`src/rtl/seg_display_driver.sv`:
```
// Four-digit multiplexed 7-segment driver: shows a 16-bit value in hex or
// decimal (double-dabble), with optional leading-zero blanking.
module seg_display_driver #(
    parameter int unsigned SCAN_DIV = 100000,
    parameter bit          LZ_BLANK = 1'b1
) (
    input  logic        clk,
    input  logic        rst_n,
    input  logic [15:0] result,
    input  logic        mode,
    output logic [7:0]  seg,
    output logic [3:0]  an,
    output logic        busy
);

    localparam int unsigned CW = (SCAN_DIV > 2) ? $clog2(SCAN_DIV) : 1;

    typedef enum logic [1:0] {
        IDLE,
        LOAD,
        SHIFT,
        COMMIT
    } state_t;

    state_t      r_state;
    state_t      w_next;

    logic [16:0] r_stored;
    logic [15:0] r_bcd;
    logic [15:0] r_bin;
    logic [3:0]  r_iter;
    logic [15:0] r_disp;
    logic        r_dash;
    logic [CW-1:0] r_scan_cnt;
    logic [1:0]  r_dig_idx;
    logic [7:0]  r_seg;
    logic [3:0]  r_an;

    logic [16:0] w_in;
    logic        w_diff;
    logic [15:0] w_adj;
    logic [31:0] w_shift;
    logic [15:0] w_upper;
    logic [3:0]  w_nib;
    logic        w_blank;
    logic [7:0]  w_seg_nxt;
    logic [3:0]  w_an_nxt;

    function automatic logic [6:0] f_hex7(input logic [3:0] n);
        case (n)
            4'h0:    return 7'b1000000;
            4'h1:    return 7'b1111001;
            4'h2:    return 7'b0100100;
            4'h3:    return 7'b0110000;
            4'h4:    return 7'b0011001;
            4'h5:    return 7'b0010010;
            4'h6:    return 7'b0000010;
            4'h7:    return 7'b1111000;
            4'h8:    return 7'b0000000;
            4'h9:    return 7'b0010000;
            4'hA:    return 7'b0001000;
            4'hB:    return 7'b0000011;
            4'hC:    return 7'b1000110;
            4'hD:    return 7'b0100001;
            4'hE:    return 7'b0000110;
            default: return 7'b0001110;
        endcase
    endfunction

    always_comb begin
        w_in   = {mode, result};
        w_diff = (w_in != r_stored);
        for (int unsigned k = 0; k < 4; k++) begin
            w_adj[4*k +: 4] = (r_bcd[4*k +: 4] >= 4'd5) ? r_bcd[4*k +: 4] + 4'd3
                                                         : r_bcd[4*k +: 4];
        end
        w_shift = {w_adj, r_bin} << 1;
    end

    always_comb begin
        w_next = r_state;
        busy   = (r_state != IDLE);
        case (r_state)
            IDLE:    if (w_diff) w_next = LOAD;
            LOAD:    w_next = SHIFT;
            SHIFT:   if (r_iter == 4'd15) w_next = COMMIT;
            COMMIT:  w_next = IDLE;
            default: w_next = IDLE;
        endcase
    end

    always_ff @(posedge clk or negedge rst_n) begin
        if (!rst_n) begin
            r_state <= IDLE;
        end else begin
            r_state <= w_next;
        end
    end

    // Hex mode still walks LOAD/SHIFT/COMMIT so update latency never depends on mode.
    always_ff @(posedge clk or negedge rst_n) begin
        if (!rst_n) begin
            r_stored <= '0;
            r_bcd    <= '0;
            r_bin    <= '0;
            r_iter   <= '0;
            r_disp   <= '0;
            r_dash   <= 1'b0;
        end else begin
            case (r_state)
                IDLE: begin
                    if (w_diff) r_stored <= w_in;
                end
                LOAD: begin
                    r_bcd  <= '0;
                    r_bin  <= r_stored[15:0];
                    r_iter <= '0;
                end
                SHIFT: begin
                    r_bcd  <= w_shift[31:16];
                    r_bin  <= w_shift[15:0];
                    r_iter <= r_iter + 4'd1;
                end
                COMMIT: begin
                    if (!r_stored[16]) begin
                        r_disp <= r_stored[15:0];
                        r_dash <= 1'b0;
                    end else if (r_stored[15:0] > 16'd9999) begin
                        r_disp <= '0;
                        r_dash <= 1'b1;
                    end else begin
                        r_disp <= r_bcd;
                        r_dash <= 1'b0;
                    end
                end
                default: ;
            endcase
        end
    end

    // A digit is a leading zero when it and every more significant digit are zero.
    always_comb begin
        w_upper   = r_disp >> {r_dig_idx, 2'b00};
        w_nib     = w_upper[3:0];
        w_blank   = LZ_BLANK && !r_dash && (r_dig_idx != 2'd0) && (w_upper == 16'd0);
        w_an_nxt  = ~(4'b0001 << r_dig_idx);
        if (r_dash) begin
            w_seg_nxt = 8'hBF;
        end else if (w_blank) begin
            w_seg_nxt = 8'hFF;
        end else begin
            w_seg_nxt = {1'b1, f_hex7(w_nib)};
        end
    end

    always_ff @(posedge clk or negedge rst_n) begin
        if (!rst_n) begin
            r_scan_cnt <= '0;
            r_dig_idx  <= '0;
            r_seg      <= 8'hFF;
            r_an       <= 4'hF;
        end else begin
            if (r_scan_cnt == CW'(SCAN_DIV - 1)) begin
                r_scan_cnt <= '0;
                r_dig_idx  <= r_dig_idx + 2'd1;
            end else begin
                r_scan_cnt <= r_scan_cnt + 1'b1;
            end
            r_seg <= w_seg_nxt;
            r_an  <= w_an_nxt;
        end
    end

    assign seg = r_seg;
    assign an  = r_an;

endmodule

```
`config.mk`:
```
export PLATFORM = sky130hd
export DESIGN_NAME = seg_display_driver
export DESIGN_NICKNAME = d
export VERILOG_FILES = /design/src/rtl/seg_display_driver.sv
export SDC_FILE = /design/constraint.sdc
export NUM_CORES = 1
export LEC_CHECK = 0
export ABC_AREA = 1
export BUFFER_PORTS_ARGS = -buffer_cell sky130_fd_sc_hd__buf_4
export CELL_PAD_IN_SITES_DETAIL_PLACEMENT = 0
export CELL_PAD_IN_SITES_GLOBAL_PLACEMENT = 1
export CORE_MARGIN = 3
export CORE_UTILIZATION = 50
export CTS_BUF_LIST = sky130_fd_sc_hd__clkbuf_8
export CTS_CLUSTER_DIAMETER = 200
export CTS_CLUSTER_SIZE = 28
export DETAILED_ROUTE_END_ITERATION = 6
export PLACE_DENSITY = 0.91
export SKIP_LAST_GASP = 1
export SYNTH_ARGS = -nofsm -noshare
export SYNTH_HDL_FRONTEND = slang
export SYNTH_SLANG_ARGS = --single-unit
```
`constraint.sdc`:
```
create_clock -name clk -period 3.75 [get_ports clk]
set_input_delay 0.75 -clock clk [delete_from_list [all_inputs] [get_ports clk]]
set_output_delay 0.75 -clock clk [all_outputs]
set_load 0.02 [all_outputs]
```
# Word-level counts from Yosys, hierarchy flattened
# Memories as Yosys holds them, arrays and structs flattened.
# Cells that the tools add are included.
# word_totals
inputBits	19
wordCells	62
mem_bits_ro	112
ff_bits	103
mem_count	1
# op_classes
bitwise	1
shift	2
n_eq_ne	8
add_sub_neg	7
muxes	17
magnitude_cmp	5
reduce_logical	10
# mem_list
memory	words	width	read_ports	rd_clocked_by_memory_dff	wr	line	source
(no name shown)	16	7	1	0	0	50	case (n)
# ops
operator	count
$pmux 16 s2	2
$mux 16	2
$add 17x1->17 const B	1
$eq 17x17->1 const B	1
$mux 17	1
$ne 17x17->1	1
$ge 4x3->1 const B	4
$gt 16x14->1 const B	1
$logic_not 16->1	1
$shr 16x4->16	1
$add 4x2->4 const B	3
$mux 4	3
$mux 8	1
$pmux 2 s4	1
$pmux 4 s2	1
$mux 7	1
$reduce_bool 2->1	3
$add 4x1->4 const B	1
$eq 2x2->1 const B	2
$eq 4x4->1 const B	1
$mux 2	2
$ne 2x2->1 const B	2
$not 4->4	1
$reduce_and 2->1	2
other kinds (9)	11

# Longest topological paths before layout
# Gate-level depths: netlist of the first run.
# depth
ltp_word	5
mapped_depth	12
depth_no_buf	12

# Least setup slack after synthesis of the first run
# OpenSTA, ideal clock, no wires.
# synth_timing
path_kind	register to register
from	register r_dig_idx[0]
to	register r_seg[6], in the netlist seg[6]
stages_incl_launch_ff	10
slack_ns	1.906
arrival_time_ns	1.771
path_buffers	1
setup_time_ns	0.073
required_ns	3.677
path_cell_list	dfrtp_1 -> buf_4 -> nand2_1 -> nand2_1 -> o21ai_1 -> ha_1 -> nand4_1 -> nor3b_1 -> nand2_1 -> a21oi_1
# synth_between
elab_chain_len	5
elab_cells_between_ends	8
# synth_rtl
item	line	source
start, declared	35	logic [1:0] r_dig_idx;
start signal, assigned	165	r_dig_idx <= r_dig_idx + 2'd1;
branches (longest 3 deep; another with $mem_v2 16x7)	--	
$mux 7 *	149	end else if (w_blank) begin
$mux 8 *	147	if (r_dash) begin
named net w_seg_nxt[6]	46	logic [7:0] w_seg_nxt;
end signal, assigned	169	r_seg <= w_seg_nxt;
end, declared	36	logic [7:0] r_seg;
# Mark *: on every way through the listed nets, which the timed path passes.
# A chain may end at the register's enable or synchronous reset.

# Worst setup path in the final report of the first run
# layout_timing
from	register r_state[1]
to	register r_bcd[2]
# layout_between
elab_chain_len	2
elab_cells_between_ends	4
# layout_rtl
item	line	source
start, declared	25	state_t r_state;
start signal, assigned	96	r_state <= w_next;
$eq 2x2->1 / $eq 2x1->1 (equally long branches)	110	case (r_state)
$pmux 16 s2 / $reduce_bool 2->1 (equally long branches)	--	
end signal, assigned	120	r_bcd <= w_shift[31:16];
end, declared	29	logic [15:0] r_bcd;
# Several ways; a longest one is shown, not always the timed one.

==> results.toml, run 1 <==
[drt]
drc = 0
route.met3.wl_um = 674
drt-vias-per-instance = 5.421
wl_met1_um = 6016
drt_wl_total_um = 12660
highest_layer = "met4"
drt_iter0_markers = 386
wl_met2_um = 5824
postRouteAntennaNets = 0
dr.pass1.iters = 5
route.vias.total = 4651
drt-wirelength-per-cell_um = 14.76

[clock_network]
cts_tree = "yes"
cts_buffers = 9
post_cts_buffers = 0
clock-root-buffer = "clkbuf_8"
cts.sinks = 102
path_clk_slew_ns = 0.10
clk_latency_ns = 0.39
htree_levels = 3
post_cts_resized = 0
max-clock-path-buffers = 2
ctsHoldBuffers = 0

[timing]
slew_headroom = 0.3394
hold_viol_final = 0
setup_viol = 0
tns_ns = 0
rsz0062_at_grt = "false"
drv_slew = 0
skew_ns = 0.01284
period_minus_slack_ns = 2.674
finalCritPeriodShare = 0.7130
fin_ws_ns = 1.076
fmax_ghz = 0.3740
worst_slew_pin_slew_ns = 0.9855

[critical_path]
start_kind = "flip-flop"
critical_path_class = "flip-flop to flip-flop"
crit_path_end_kind = "flip-flop"
cp_cell_sequence = "inv_1, ha_1, nand2_1, clkinv_1, a32o_1"
cp.arrival_ns = 2.95
crit_slowest_cell = "clkinv_1"
max_stage_delay_ns = 0.66
worstPathMaxFanout = 28
cp.required_ns = 4.03

[global_route]
grt_pass1_wl_um = 21840
grt_usage = 0.2161
antenna_found_initial = 0
grt_max_degree = 68
overflow = 0
grt_pass1_vias = 4485

[floorplan]
fp.dieArea_mm2 = 0.01258
die_w_um = 112.2
initial_utilization = 0.5154
die_h_um = 112.2
io_pins = 32
rows = 38
core_area_mm2 = 0.01094

[power_and_ir_drop]
p_leak_nw = 2.891
power_density_mw_per_mm2 = 714.3
ir_worst_vdd_mv = 0.3532

[place]
dpl.hpwl_um = 9356
gp_congestion = 0.8643
placed_area_mm2 = 0.005919
portBuffers = 30
place_ws_ns = 1.097

[final_layout]
layout_commonest_cell = "nand2_1"
n_antenna_cell = 0
final_nets = 755
final_util = 0.5566
drive_gt1_frac = 0.1448
final_cell_mix = "nand2_1, dfrtp_1, inv_1"
design_area_mm2 = 0.006087
area_delta_synth_final_pct = 7.991

[synthesis]
syn_inst = 688
synth_area_mm2 = 0.005637
synth_compound_area_frac = 0.1363
synth_fa_ha_area_frac = 0.05105
synth-seq-cells = 102
synth_seq_area_share = 0.4553
syn_nets = 730
yosys.area_share.simple = 0.2491
synthDistinctLibCells = 44
syn_avg_cell_area_um2 = 8.193
synthXorXnorAreaFrac = 0.02020
synth_top_family_by_area = "simple AND/OR/NAND/NOR gates"
yosys_warnings = 0
muxShareOfSynthArea = 0

[run]
maxCapViolCount = 0

[status]
status = "complete, no violations"

[min_path]
holdCritPathClass = "flip-flop to flip-flop"
-- cell usage after synthesis (all sizes together) --
cell      n  area, um^2
a21oi    46       230.2
nand3b    1       7.510
a32o      2       20.02
o22ai     9       56.30
o221ai    2       17.52
nand4    32       200.2
nand2   176       706.9
or2       1       6.260
clkinv    3       11.26
nor4      2       12.51
clkbuf    7       26.28
ha       23       287.8
xnor2     2       17.52
a31oi     2       12.51
a22oi     2       15.01
o21a      2       15.01
or3       1       6.260
buf      12       113.9
o32ai     3       26.28
nand3    31       167.7
nor2     57       234.0
xor2     11       96.34
o211ai   12       90.09
conb      1       3.750
o211a     1       10.01
dfstp    11       289.0
inv      91       341.6
dfrtp    91        2277
nor3b     1       7.510
o21ai    43       275.3
nor3     10       55.05
-- area by class of cell --
type,count,area [um^2]
clock buffer,10,137.6
clock inverter,6,30.03
tap,140,175.2
fill,1037,4848
multi-input combinational,473,2577
timing repair buffer,33,247.7
sequential,102,2566
inverter,94,352.8
-- layer usage --
layer / track usage / up-vias
li1: - / 2309
met1: 0.3058 / 2223
met2: 0.3349 / 109
met3: 0.06253 / 10
met4: 0.04407 / 0
met5: 0 / -
-- worst max-delay path: cells and delay by family (launching register included) --
| family | cells | cell delay [ns] |
|---|---|---|
| buffers and inverters | 2 | 0.73 |
| adders and majority gates | 1 | 0.58 |
| AOI/OAI and AO/OA | 1 | 0.51 |
| DFF | 1 | 0.41 |
| and+or+nand+nor | 1 | 0.34 |
-- registers in the layout, indices dropped and copies added (netlist names), 4 cells and up --
signal      count
r_stored       17
r_disp         16
an              4
r_bcd          16
r_bin          16
seg             7
r_iter          4
r_scan_cnt     17
-- kinds of logic after synthesis --
family | count (synthesis)
and+or+nand+nor | 312
AOI/OAI and AO/OA | 124
buffers and inverters | 113
DFF | 102
adders and majority gates | 23
xor gates and xnor gates | 13
other | 1
-- path summary, 6_finish.rpt --
kind | start | endpoint | slack, ns | cells past startpoint
worst max-delay path | r_state[1] | r_bcd[2] | 1.08 | 5
worst min-delay path | r_dash | seg[6] | 0.45 | 1
worst max register to register | r_state[1] | r_bcd[2] | 1.08 | 5
worst min register to register | r_dash | seg[6] | 0.45 | 1
max in group asynchronous | rst_n | seg[3] | 2.43 | 2
min in group asynchronous | rst_n | r_bcd[3] | 0.46 | 1
-- report_power, final --
group          switching [mW]  total [mW]  internal, mW
combinational            1.25        1.90         0.649
sequential              0.344        1.82          1.48
clock                   0.378       0.630         0.252
total                    1.97        4.35          2.38
-- per-stage QoR --
step / hold slack [ns] / instances / power, mW
final: 0.4499 / 858 / 4.348
after floorplan: 0.3872 / 688 / 3.262
after global placement: 0.4145 / 842 / 3.654
after global routing: 0.4778 / 858 / 4.727
after detailed placement: 0.4272 / 842 / 3.730
after CTS: 0.4550 / 858 / 4.367
No activity file was read; power rests on OpenSTA's default activity.
==> inputs of run 2 (changes only) <==
- CORE_UTILIZATION: 50 -> 48
- PLACE_DENSITY: 0.91 -> 0.88
- clock period: 3.75 -> 2.6 ns (I/O delays scaled with it)
==> run 2 against run 1 <==
Via count is 0.58% higher. Flip-flop and latch count stayed put. Register-to-register slack worse by 0.85 ns. Setup slack worse by 0.85 ns. Sequential power is 42% higher. Critical path depth is 4 higher. Power is 48% higher. Sequential share of layout area is 0.43 points lower. Critical endpoint is now seg[6]. Largest cell class unchanged. Highest routed layer unchanged.
==> results.toml, run 2 (synthesis results as in run 1) <==
[floorplan]
fp.dieArea_mm2 = 0.01308
rows = 38
core_area_mm2 = 0.01117
die_h_um = 114.4
io_pins = 32
die_w_um = 114.4
initial_utilization = 0.5045

[global_route]
grt_usage = 0.2152
overflow = 0
grt_pass1_vias = 4610
antenna_found_initial = 0
grt_max_degree = 48
grt_pass1_wl_um = 22510

[critical_path]
path_common_cell = "nand2_1"
cp_cell_sequence = "inv_2, nand2_1, nand2_1, o21ai_1, ha_1, nand4_1, nor3b_1, nand2_1, a21oi_1"
cp.arrival_ns = 2.68
crit_slowest_cell = "dfrtp_1"
cp.required_ns = 2.90
max_stage_delay_ns = 0.62
crit_path_end_kind = "flip-flop"
start_kind = "flip-flop"
critPathTopFamily = "simple AND/OR/NAND/NOR gates"
worstPathMaxFanout = 15
critPathBufInv = 1
critical_path_class = "flip-flop to flip-flop"

[clock_network]
path_clk_slew_ns = 0.09
clock-root-buffer = "clkbuf_8"
cts_tree = "yes"
clk_latency_ns = 0.38
post_cts_resized = 0
ctsHoldBuffers = 0
max-clock-path-buffers = 2
cts_buffers = 9
cts.sinks = 102
post_cts_buffers = 0
htree_levels = 3

[final_layout]
drive_gt1_frac = 0.1517
final_cell_mix = "nand2_1, dfrtp_1, inv_1"
layout_commonest_cell = "nand2_1"
top_regs = "r_scan_cnt x17, r_stored x17"
final_util = 0.5504
final_nets = 762
area_delta_synth_final_pct = 9.101
instances_no_fill = 865
fill_cells = 1050
n_antenna_cell = 0

[drt]
route.vias.total = 4678
drt_wl_total_um = 12950
dr.pass1.iters = 5
drt-vias-per-instance = 5.408
postRouteAntennaNets = 0
drc = 0
drt_iter0_markers = 390
drt-wirelength-per-cell_um = 14.97

[timing]
setup_viol = 0
tns_ns = 0
rsz0062_at_grt = "false"
worst_slew_pin_slew_ns = 0.7285
drv_slew = 0
fmax_ghz = 0.4213
hold_viol_final = 0
finalCritPeriodShare = 0.9130
slew_headroom = 0.5098
skew_ns = 0.01301
period_minus_slack_ns = 2.374

[run]
maxCapViolCount = 0

[place]
gp_congestion = 0.8809
placedCellCount = 849
dpl.hpwl_um = 9432
portBuffers = 30

[power_and_ir_drop]
p_total_mw = 6.418
ir_worst_vdd_mv = 0.9271
power_density_mw_per_mm2 = 1044
p_leak_nw = 2.922

[status]
status = "complete, no violations"

[min_path]
holdCritPathClass = "primary input to async pin"
## run 2: cell count changes in the layout (fill, tap and decap cells not counted), sizes merged
cell and delta:
clkinvlp +1, clkinv -2, buf +7, clkbuf +1
## run 2: layout make-up
class                           instances  area [um^2]  area share
Multi-Input combinational cell        473         2577      0.4191
Sequential cell                       102         2566      0.4173
Inverter                               94        352.8     0.05738
Timing Repair Buffer                   40        300.3     0.04883
Tap cell                              140        175.2     0.02848
Clock buffer                           11        151.4     0.02462
Clock inverter                          5        26.28    0.004273
## run 2: per-layer routing
| metal | GRT usage | part of all wire |
|---|---|---|
| met2 | 0.3380 | 0.45 |
| met5 | 0 | 0 |
| met1 | 0.3056 | 0.48 |
| met3 | 0.04757 | 0.051 |
| met4 | 0.05226 | 0.017 |
## run 2: worst reg2reg max path: stages, from the launching register on
cell and delay (ns):
dfrtp_1 0.62, inv_2 0.18, nand2_1 0.09, nand2_1 0.06, o21ai_1 0.35, ha_1 0.25
nand4_1 0.10, nor3b_1 0.30, nand2_1 0.17, a21oi_1 0.17
## run 2: worst paths after layout
path,start,end,slack (ns),cells after the start
worst max-delay path,r_dig_idx[0],seg[6],0.23,9
worst min-delay path,rst_n,r_disp[7],0.16,1
worst max register to register,r_dig_idx[0],seg[6],0.23,9
worst min register to register,r_dash,seg[6],0.45,1
max in group asynchronous,rst_n,r_bin[11],1.68,2
min in group clk,result[8],r_stored[8],0.39,3
## run 2: where the power goes
group	total (mW)	switching [mW]	internal (mW)	leakage, nW
logic	2.89	1.90	0.997	1.55
registers	2.59	0.462	2.13	1.28
clock network	0.935	0.544	0.391	0.0916
## run 2: metrics by stage
step	area (um^2)	hold WS, ns	worst slack, ns
after floorplan	5637	0.2244	0.7560
after global placement	5972	0.4177	0.4232
after detailed placement	5972	0.4301	0.2838
after CTS	6150	0.1638	0.2348
after global routing	6150	0.1808	0.01307
final	6150	0.1572	0.2262
==> inputs of run 3 (changes only) <==
==> constraint.sdc (replaced) <==
create_clock -name clk -period 2.6 [get_ports clk]
set_input_delay 0.13 -clock clk [delete_from_list [all_inputs] [get_ports clk]]
set_output_delay 0.13 -clock clk [all_outputs]
set_load 0.02 [all_outputs]
==> run 3 against run 2 <==
Clock power up 25%. First-iteration DRC count up 0.26%. Core utilization up 1.6 points. Combinational power about the same. Wire length up 0.94%. Critical endpoint unchanged. Cell count up 1.4%. Worst hold slack worse by 0.13 ns. Global-route usage up 0.18 points. Clock skew up 0.0042 ns. Via count up 2.0%. Maximum frequency up 7.6%.
==> results.toml, run 3 (synthesis results as in run 1) <==
[drt]
route.vias.total = 4770
drc = 0
postRouteAntennaNets = 0
drt_wl_total_um = 13070
drt_iter0_markers = 391
drt-vias-per-instance = 5.439
drt-wirelength-per-cell_um = 14.91
dr.pass1.iters = 5

[timing]
hold_viol_final = 0
period_minus_slack_ns = 2.207
setup_viol = 0
worst_slew_pin_slew_ns = 0.7475
tns_ns = 0
drv_slew = 0
fmax_ghz = 0.4531
skew_ns = 0.01721
rsz0062_at_grt = "false"
slew_headroom = 0.4971
finalCritPeriodShare = 0.8488

[clock_network]
clk_latency_ns = 0.40
max-clock-path-buffers = 2
htree_levels = 3
clock-root-buffer = "clkbuf_8"
path_clk_slew_ns = 0.11
cts.sinks = 102
cts_buffers = 9
cts_tree = "yes"

[place]
dpl.hpwl_um = 9508
placed_area_mm2 = 0.005972
portBuffers = 30
gp_congestion = 0.8850

[critical_path]
max_stage_delay_ns = 0.53
critical_path_class = "flip-flop to flip-flop"
cp_cell_sequence = "inv_2, nand2_1, nand2_1, o21ai_1, ha_1, nand4_1, nor3b_1, nand2_1, a21oi_1"
cp.arrival_ns = 2.52
path_common_cell = "nand2_1"
critPathTopFamily = "simple AND/OR/NAND/NOR gates"
worstPathMaxFanout = 15
critPathBufInv = 1
cp.required_ns = 2.91
crit_slowest_cell = "dfrtp_2"
start_kind = "flip-flop"
crit_path_end_kind = "flip-flop"

[final_layout]
drive_gt1_frac = 0.1547
final_util = 0.5661
final_nets = 774
fill_cells = 1017
layout_commonest_cell = "nand2_1"
top_regs = "r_scan_cnt x17, r_stored x17"
n_antenna_cell = 0
area_delta_synth_final_pct = 12.21
final_cell_mix = "nand2_1, dfrtp_1, inv_1"
design_area_mm2 = 0.006325

[power_and_ir_drop]
p_leak_nw = 2.986
ir_worst_vdd_mv = 1.150
power_density_mw_per_mm2 = 1050

[floorplan]
die_w_um = 114.4
fp.dieArea_mm2 = 0.01308
initial_utilization = 0.5045
die_h_um = 114.4
core_area_mm2 = 0.01117
rows = 38
io_pins = 32

[global_route]
overflow = 0
antenna_found_initial = 0
grt_pass1_wl_um = 22520
grt_max_degree = 49
grt_pass1_vias = 4677
grt_usage = 0.2170

[status]
status = "complete, no violations"

[min_path]
holdCritPathClass = "primary input to flip-flop"

[run]
maxCapViolCount = 0
[run 3: final cells by class]
| type | instances | area (um^2) | share of cell area |
|---|---|---|---|
| Clock buffer | 10 | 137.6 | 0.02176 |
| Multi-Input combinational cell | 473 | 2577 | 0.4075 |
| Timing Repair Buffer | 52 | 420.4 | 0.06647 |
| Sequential cell | 102 | 2567 | 0.4059 |
| Inverter | 94 | 352.8 | 0.05579 |
| Tap cell | 140 | 175.2 | 0.02770 |
| Clock inverter | 6 | 93.84 | 0.01484 |
[run 3: worst paths after layout]
| path | startpoint | endpoint | slack, ns | cells past startpoint |
|---|---|---|---|---|
| worst max-delay path | r_dig_idx[0] | seg[6] | 0.39 | 9 |
| worst min-delay path | result[5] | r_stored[5] | 0.02 | 3 |
| worst max register to register | r_dig_idx[0] | seg[6] | 0.39 | 9 |
| worst min register to register | r_dash | seg[6] | 0.46 | 1 |
| max in group asynchronous | rst_n | r_state[1] | 1.60 | 3 |
| min in group asynchronous | rst_n | r_bcd[6] | 0.28 | 2 |
[run 3: worst min-delay path, stage by stage]
cell     delay [ns]
buf_4          0.08
inv_1          0.05
o21ai_2        0.12
[run 3: through the flow]
step / hold slack, ns / power [mW] / worst slack [ns] / std cells
final: 0.02249 / 6.643 / 0.3931 / 877
after global placement: 0.1826 / 5.392 / 0.4311 / 849
after floorplan: -0.1656 / 4.705 / 0.7560 / 688
after detailed placement: 0.1886 / 5.488 / 0.2825 / 849
after CTS: 0.002018 / 6.680 / 0.2311 / 876
after global routing: 0.001334 / 7.211 / 0.09930 / 877
[run 3: metal layers]
| layer | vias up | track usage | share of wire |
|---|---|---|---|
| met5 | - | 0 | 0 |
| met4 | 0 | 0.05226 | 0.016 |
| met3 | 15 | 0.05708 | 0.047 |
| met2 | 114 | 0.3435 | 0.46 |
| met1 | 2296 | 0.2998 | 0.47 |
| li1 | 2345 | - | - |
[run 3: repair_timing]
item                                    in CTS  in global routing
setup buffers                                0                  0
endpoints found under the setup margin       0                  1
hold buffers                                11                  1
gates resized for setup                      0                  1
hold endpoints to repair                    44                  1
[run 3: report_power, final]
part,switching [mW],internal (mW),leakage [nW]
Sequential,0.456,2.13,1.28
Clock,0.594,0.575,0.107
Combinational,1.88,1.01,1.60
Total,2.93,3.71,2.99
